### config.mk
export PLATFORM = sky130hd
export DESIGN_NAME = tape_line_filter
export DESIGN_NICKNAME = d
export VERILOG_FILES = /design/src/rtl/tape_line_filter.sv
export SDC_FILE = /design/constraint.sdc
export NUM_CORES = 1
export LEC_CHECK = 0
export CAP_MARGIN = 20
export CORE_MARGIN = 5
export CORE_UTILIZATION = 56
export DETAILED_ROUTE_END_ITERATION = 7
export GPL_TIMING_DRIVEN = 0
export PLACE_DENSITY = 0.84
export RECOVER_POWER = 25
export SYNTH_ARGS = -nofsm -noshare
export SYNTH_HDL_FRONTEND = slang
export SYNTH_SLANG_ARGS = --single-unit
### constraint.sdc
create_clock -name clk_sys -period 2.77 [get_ports clk_sys]
set_input_delay 0.554 -clock clk_sys [delete_from_list [all_inputs] [get_ports clk_sys]]
set_output_delay 0.554 -clock clk_sys [all_outputs]
set_load 0.02 [all_outputs]
### src/rtl/tape_line_filter.sv
// Cassette line conditioner: pin synchroniser, glitch filter, half-period
// measurement, motor gating and activity detection for the tape input.
module tape_line_filter #(
  parameter int          SYNC_STAGES = 2,
  parameter int          FILT_LEN    = 4,
  parameter logic [15:0] MIN_PER     = 16'd40,
  parameter logic [15:0] MAX_PER     = 16'd1200,
  parameter logic [15:0] ACT_TIMEOUT = 16'd16000
) (
  input  logic        clk_sys,
  input  logic        reset,
  input  logic        ce,
  input  logic        tape_raw,
  input  logic        motor_on,
  output logic        tape_bit,
  output logic        edge_strobe,
  output logic [15:0] period,
  output logic        period_valid,
  output logic        activity
);

  logic [SYNC_STAGES-1:0] sync_r;
  logic [FILT_LEN-1:0]    hist_r;
  logic                   state_r;
  logic [15:0]            cnt_r;
  logic                   seen_r;

  logic                   sample_s;
  logic                   agree_s;
  logic                   accept_s;
  logic [15:0]            cnt_inc_s;
  logic                   in_range_s;

  // Pin synchroniser, free-running on every system clock
  always_ff @(posedge clk_sys or posedge reset) begin
    if (reset) begin
      sync_r <= '0;
    end else begin
      sync_r <= {sync_r[SYNC_STAGES-2:0], tape_raw};
    end
  end

  // An edge is accepted when the incoming sample completes a full run of
  // FILT_LEN equal samples that differs from the current filtered level.
  always_comb begin
    sample_s   = sync_r[SYNC_STAGES-1];
    agree_s    = (hist_r[FILT_LEN-2:0] == {(FILT_LEN-1){sample_s}});
    accept_s   = ce && agree_s && (sample_s != state_r);
    cnt_inc_s  = (cnt_r == 16'hFFFF) ? 16'hFFFF : (cnt_r + 16'd1);
    in_range_s = (cnt_inc_s >= MIN_PER) && (cnt_inc_s <= MAX_PER);
  end

  // Sample history and filtered level; keeps tracking even with the motor off
  always_ff @(posedge clk_sys or posedge reset) begin
    if (reset) begin
      hist_r  <= '0;
      state_r <= 1'b0;
    end else if (ce) begin
      hist_r <= {hist_r[FILT_LEN-2:0], sample_s};
      if (accept_s) begin
        state_r <= sample_s;
      end
    end
  end

  // Half-period measurement, strobes and activity; motor off holds a clean restart point
  always_ff @(posedge clk_sys or posedge reset) begin
    if (reset) begin
      cnt_r        <= 16'd0;
      seen_r       <= 1'b0;
      period       <= 16'd0;
      period_valid <= 1'b0;
      edge_strobe  <= 1'b0;
      activity     <= 1'b0;
    end else begin
      edge_strobe  <= 1'b0;
      period_valid <= 1'b0;
      if (!motor_on) begin
        cnt_r    <= 16'd0;
        seen_r   <= 1'b0;
        activity <= 1'b0;
      end else if (accept_s) begin
        // An edge takes priority over a timeout landing on the same tick
        cnt_r       <= 16'd0;
        seen_r      <= 1'b1;
        edge_strobe <= 1'b1;
        if (seen_r) begin
          period       <= cnt_inc_s;
          period_valid <= 1'b1;
          if (in_range_s) begin
            activity <= 1'b1;
          end
        end
      end else if (ce) begin
        cnt_r <= cnt_inc_s;
        if (cnt_inc_s >= ACT_TIMEOUT) begin
          activity <= 1'b0;
        end
      end
    end
  end

  assign tape_bit = state_r & motor_on;

endmodule
==> flow_metrics.py, run 1 <==
metrics = {
    "setup_path": {
        "max_stage_delay_ns": 0.47,
        "end_kind": "flip-flop",
        "arrival_ns": 2.82,
        "crit_chain": "ha_1 -> nand3_1 -> nor4_4 -> mux2_2 -> nor2_1 -> o221ai_1 -> a2111oi_2",
        "critPathSlowestCell": "dfrtp_2",
        "critPathLaunchType": "flip-flop",
        "crit_type": "reg2reg",
        "crit_required_ns": 2.95,
        "critPathMaxFanout": 9,
    },
    "route": {
        "first_iter_violations": 136,
        "drtPass1Iterations": 4,
        "avgRoutedWirePerCell_um": 16.41,
        "routed_via_density": 6.091,
        "via_count": 2071,
        "drc": 0,
        "routed_wl_um": 5581,
        "ant_nets": 0,
    },
    "placed_design": {
        "hpwl_um": 3999,
        "place.gp.congestion": 1.005,
        "port_buffers": 24,
    },
    "synth": {
        "synthMuxAreaShare": 0.04873,
        "syn-num-nets": 264,
        "synth_top_cell_by_area": "dfrtp_1",
        "netlist_instances": 258,
        "synth_area_leaders": "dfrtp_1, nand2_1, nor2_1",
        "synth_xor_area_frac": 0.04717,
        "synthesis.area_mm2": 0.002414,
        "synth-simple-area-share": 0.2405,
        "avgSynthCellArea_um2": 9.355,
        "synth_compound_area_frac": 0.1716,
        "synth_edf_count": 0,
        "yosys-top-cells-count": "dfrtp_1, nand2_1, nor2_1",
        "synthArstFlopShare": 1.000,
        "yosysWarnings": 0,
        "ys_ff_latch": 42,
        "synth_cell_types": 49,
        "synth_top_area_frac": 0.4355,
        "synth_ff_type": "dfrtp_1",
        "synth_top_family_by_area": "simple AND/OR/NAND/NOR gates",
        "seq_area_frac_synth": 0.4355,
        "synth_fa_ha_area_frac": 0.005184,
        "synth.most_common_cell": "dfrtp_1",
    },
    "global_routing": {
        "grt-ovfl-total": 0,
        "grt_pass1_wl_um": 9321,
        "grt_max_degree": 43,
        "antenna_found_initial": 0,
        "track_usage": 0.2138,
        "grt_pass1_vias": 1986,
    },
    "floorplan": {
        "core_mm2": 0.004086,
        "num_rows": 23,
        "die_area_mm2": 0.005723,
        "die_h_um": 75.65,
        "initial_utilization": 0.5906,
        "die_x_um": 75.65,
        "ioPinCount": 25,
    },
    "timing": {
        "finalCritPeriodShare": 0.9517,
        "worst_slew_margin_rel": -0.03445,
        "min_period_ns": 2.636,
        "worstMarginPinSlew_ns": 1.550,
        "setup-tns-final_ns": 0,
        "clock.fmax_mhz": 379.3,
        "finClkSkew_ns": 0.001329,
        "setup_viol_count_final": 0,
        "rsz0062_at_grt": "false",
        "drv_slew": 43,
        "hold_viol": 0,
    },
    "cts": {
        "clkSinkCount": 42,
        "cts_root_buffer": "clkbuf_8",
        "cts_buffers": 5,
        "cts_setup_buffers": 0,
        "cts_tree": "done",
        "clk_latency_ns": 0.29,
        "cts.clk_slew.worst_paths_ns": 0.08,
        "clockBufferDepth": 2,
        "cts-htree-levels": 2,
    },
    "power_and_ir_drop": {
        "ir_drop_mv": 0.3424,
        "p_per_area_mw_per_mm2": 439.7,
        "total_leakage_power_nw": 1.220,
        "p_total_mw": 1.251,
    },
    "layout": {
        "multi_input_area_mm2": 0.001260,
        "regArea_mm2": 0.001052,
        "fill_cells": 328,
        "syn_to_final_growth_pct": 17.88,
        "final_nets": 295,
        "drive_above_1_share": 0.1207,
        "antenna_cells": 0,
    },
    "run": {
        "max-cap-violations": 1,
    },
    "outcome": {
        "failed_checks": "capacitance limit, slew limit",
        "status": "finished, violations left",
    },
    "worst_hold_path": {
        "hp-class": "reg2reg",
    },
}
registers in the layout, indices dropped and copies added (netlist names):
| register | flops |
|---|---|
| period_valid | 1 |
| hist_r | 3 |
| seen_r | 1 |
| activity | 1 |
| period | 16 |
| state_r | 1 |
| sync_r | 2 |
| edge_strobe | 1 |
| cnt_r | 16 |
path summary, 6_finish.rpt:
path                       startpoint        end  slack, ns  depth (start not counted)
setup / recovery             cnt_r[0]   activity       0.13                          7
hold / removal              sync_r[0]  sync_r[1]       0.36                          0
setup reg to reg             cnt_r[0]   activity       0.13                          7
hold reg to reg             sync_r[0]  sync_r[1]       0.36                          0
max in group asynchronous       reset   cnt_r[0]       0.59                          2
min in group asynchronous       reset  period[1]       1.17                          2
where the power goes:
group,total (mW),switching [mW],internal [mW],leakage (nW)
sequential,0.654,0.0209,0.633,0.570
combinational,0.124,0.0723,0.0519,0.597
clock,0.473,0.203,0.270,0.0524
total,1.25,0.296,0.955,1.22
layout make-up:
| class | count | share of cell area |
|---|---|---|
| multi-input cells | 188 | 0.4428 |
| flip-flops and latches | 42 | 0.3698 |
| repair buffers | 24 | 0.08443 |
| plain buffers | 20 | 0.03298 |
| clock buffers | 7 | 0.02682 |
| well taps | 50 | 0.02199 |
| clock inverters | 1 | 0.01055 |
| inverters | 8 | 0.01055 |
worst max-delay path, delay by kind of cell, from the launching register on:
kind | cells | cell delay (ns)
compound gates | 2 | 0.47
fa+ha+maj | 1 | 0.22
flops | 1 | 0.47
mux | 1 | 0.38
simple gates | 3 | 0.97
cells by family after synthesis:
logic type	count (synthesis)
simple gates	105
compound gates	58
flops	42
buf+inv	28
xor+xnor	13
mux	11
fa+ha+maj	1
placed cells by master, fill, tap and decap left out, types with 2 or more instances in the layout:
cell and instances:
mux2_2 6, a311oi_1 5, and4_1 3, nor4_1 4
or3_1 4, inv_1 7, nand2b_1 3, and2_1 3
nand3_1 10, o21ai_0 10, a2111oi_2 2, o22ai_1 2
dfrtp_1 41, nor2_1 24, clkbuf_1 11, nand4_4 2
o21a_1 4, nand2_1 26, a211oi_1 5, a31oi_1 14
nor3_1 8, dlygate4sd3_1 2, buf_4 2, a41oi_1 2
a21oi_1 8, clkdlybuf4s50_1 22, and3_1 3, mux2i_1 5
xor2_1 3, nor2b_1 2, clkbuf_8 5, xnor2_1 10
nand4_1 3, buf_2 8
per-layer routing:
| metal | vias up | GRT usage | share of wire |
|---|---|---|---|
| met5 | - | 0 | 0 |
| met4 | 0 | 0.06990 | 0.012 |
| met3 | 9 | 0.04881 | 0.073 |
| met2 | 74 | 0.3269 | 0.46 |
| met1 | 986 | 0.3016 | 0.45 |
| li1 | 1002 | - | - |
per-stage QoR:
step	setup slack [ns]	hold slack, ns	instance area, µm²	util	instances
floorplan	0.4854	0.3312	2414	-	258
finish	0.1337	0.3566	2845	0.6963	340
detailed placement	-0.06771	0.3420	2716	0.6647	332
global placement	0.1052	0.3334	2716	0.6647	332
global route	0.01030	0.3711	2845	0.6963	340
CTS	0.01492	0.3607	2824	0.6911	340
repair_timing:
item | CTS | global route
hold buffers | 0 | 0
endpoints found under the hold margin | 0 | 0
resized for setup | 1 | 4
endpoints found under the setup margin | 1 | 1
Note: power is estimated with default switching activity, not from simulation.
==> run 2: changes to the inputs <==
Settings changed: CTS_CLUSTER_DIAMETER from default to 80, GPL_TIMING_DRIVEN 0 to default, SLEW_MARGIN from default to 20.
==> run 2 against run 1 <==
  * The flow finishes with violations (DRC)
  * Wire length down 2.5%
  * Highest routed layer unchanged
  * Final cell count down 1.5%
  * Via count about the same
  * Fmax up 4.1%
  * Sequential cell count unchanged
  * Critical path type unchanged
==> flow_metrics.py, run 2 (same netlist as run 1, synthesis figures left out) <==
metrics = {
    "cts": {
        "cts.clk_slew.worst_paths_ns": 0.08,
        "cts_root_buffer": "clkbuf_8",
        "cts_repair_resize_count": 0,
        "ctsHoldBuffers": 0,
        "cts-htree-levels": 2,
        "cts_buffers": 5,
        "cts_setup_buffers": 0,
        "clockBufferDepth": 2,
        "cts_tree": "done",
        "clk_latency_ns": 0.30,
        "clkSinkCount": 42,
    },
    "route": {
        "via_count": 2070,
        "ant_nets": 0,
        "avgRoutedWirePerCell_um": 16.25,
        "drc": 2,
        "routed_via_density": 6.179,
        "drtPass1Iterations": 8,
        "routed_wl_um": 5444,
        "first_iter_violations": 171,
    },
    "placed_design": {
        "place.gp.congestion": 0.9658,
        "dp_slack_ns": 0.2844,
        "hpwl_um": 3866,
        "port_buffers": 24,
    },
    "timing": {
        "layout_setup_ws_ns": 0.2384,
        "clock.fmax_mhz": 395.0,
        "worst_slew_margin_rel": 0.3177,
        "drv_slew": 0,
        "hold_viol": 0,
        "min_period_ns": 2.532,
        "finClkSkew_ns": 0.008881,
        "setup-tns-final_ns": 0,
        "rsz0062_at_grt": "false",
        "finalCritPeriodShare": 0.9139,
        "worstMarginPinSlew_ns": 1.024,
        "setup_viol_count_final": 0,
    },
    "layout": {
        "final_nets": 291,
        "multi_input_area_mm2": 0.001239,
        "syn_to_final_growth_pct": 18.20,
        "drive_above_1_share": 0.1333,
        "antenna_cells": 0,
        "regArea_mm2": 0.001051,
        "fill_cells": 328,
        "layout.cells.most_common_list": "dfrtp_1, nand2_1, nor2_1",
        "largest_registers": "cnt_r: 16 flops, period: 16 flops, hist_r: 3 flops",
        "final_common_cell": "dfrtp_1",
    },
    "floorplan": {
        "core_mm2": 0.004086,
        "num_rows": 23,
        "die_area_mm2": 0.005723,
        "ioPinCount": 25,
        "die_x_um": 75.65,
        "die_h_um": 75.65,
        "initial_utilization": 0.5906,
    },
    "run": {
        "max-cap-violations": 0,
    },
    "setup_path": {
        "arrival_ns": 2.70,
        "critPathMaxFanout": 12,
        "ff2ff_setup_slack_ns": 0.24,
        "end_kind": "flip-flop",
        "critPathLaunchType": "flip-flop",
        "crit_required_ns": 2.94,
        "crit_type": "reg2reg",
    },
    "global_routing": {
        "antenna_found_initial": 0,
        "grt_pass1_vias": 1937,
        "track_usage": 0.2072,
        "grt_max_degree": 43,
        "grt-ovfl-total": 0,
        "grt_pass1_wl_um": 9025,
    },
    "power_and_ir_drop": {
        "total_leakage_power_nw": 1.224,
        "comb_power_share": 0.104,
        "p_seq_frac": 0.508,
        "p_int_uw": 979.1,
        "clockPowerShare": 0.388,
        "p_sw_frac": 0.2353,
        "p_per_area_mw_per_mm2": 448.8,
        "ir_drop_mv": 0.3377,
        "p_switching_uw": 301.2,
    },
    "outcome": {
        "failed_checks": "DRC",
        "status": "finished, violations left",
    },
    "worst_hold_path": {
        "hp-class": "reg2reg",
    },
}
-- run 2: changes by cell type in the layout (fill, tap and decap cells not counted), sizes merged --
cell and delta:
clkbuf -10, buf +5
-- run 2: through the flow --
step	cells	utilization	hold WS, ns	cell area [µm²]	total power [mW]
floorplan	258	-	0.3312	2414	0.7434
global placement	328	0.6712	0.3337	2743	0.7915
detailed placement	328	0.6712	0.3412	2743	0.7971
CTS	335	0.6987	0.3590	2855	1.288
global route	335	0.6981	0.3824	2853	1.328
finish	335	0.6981	0.3603	2853	1.280
-- run 2: power by group through the flow --
stage	clock network (mW)	logic [mW]	registers [mW]
after floorplan	0	0.0743	0.669
after global placement	0	0.131	0.661
after detailed placement	0	0.135	0.662
after CTS	0.502	0.135	0.650
after global routing	0.529	0.146	0.653
final	0.496	0.133	0.651
-- run 2: cell type report --
class	count	share of cell area
clock inverter	1	0.01053
tap	50	0.02193
clock buffer	6	0.02895
multi-input combinational	188	0.4342
timing repair buffer	40	0.1254
inverter	8	0.01053
sequential	42	0.3684
-- run 2: worst paths after layout --
check,start,end,cells after the start
min,sync_r[0],sync_r[1],0
max reg2reg,cnt_r[0],activity,8
max,cnt_r[0],activity,8
min in group asynchronous,reset,period[1],3
min reg2reg,sync_r[0],sync_r[1],0
max in group asynchronous,reset,cnt_r[3],3
-- run 2: critical path, cell delays in order, from the launching register on --
cell and delay [ns]:
dfrtp_1 0.36, ha_1 0.26, buf_4 0.17, and3_1 0.26, nand2_1 0.11, or4_4 0.64
and2_4 0.20, a2111oi_4 0.30, a2111oi_2 0.11
-- run 2: layer usage --
| metal | GRT usage | wire, µm |
|---|---|---|
| met4 | 0.06408 | 72 |
| met1 | 0.2786 | 2436 |
| met3 | 0.03826 | 368 |
| met5 | 0 | 0 |
| met2 | 0.3413 | 2567 |
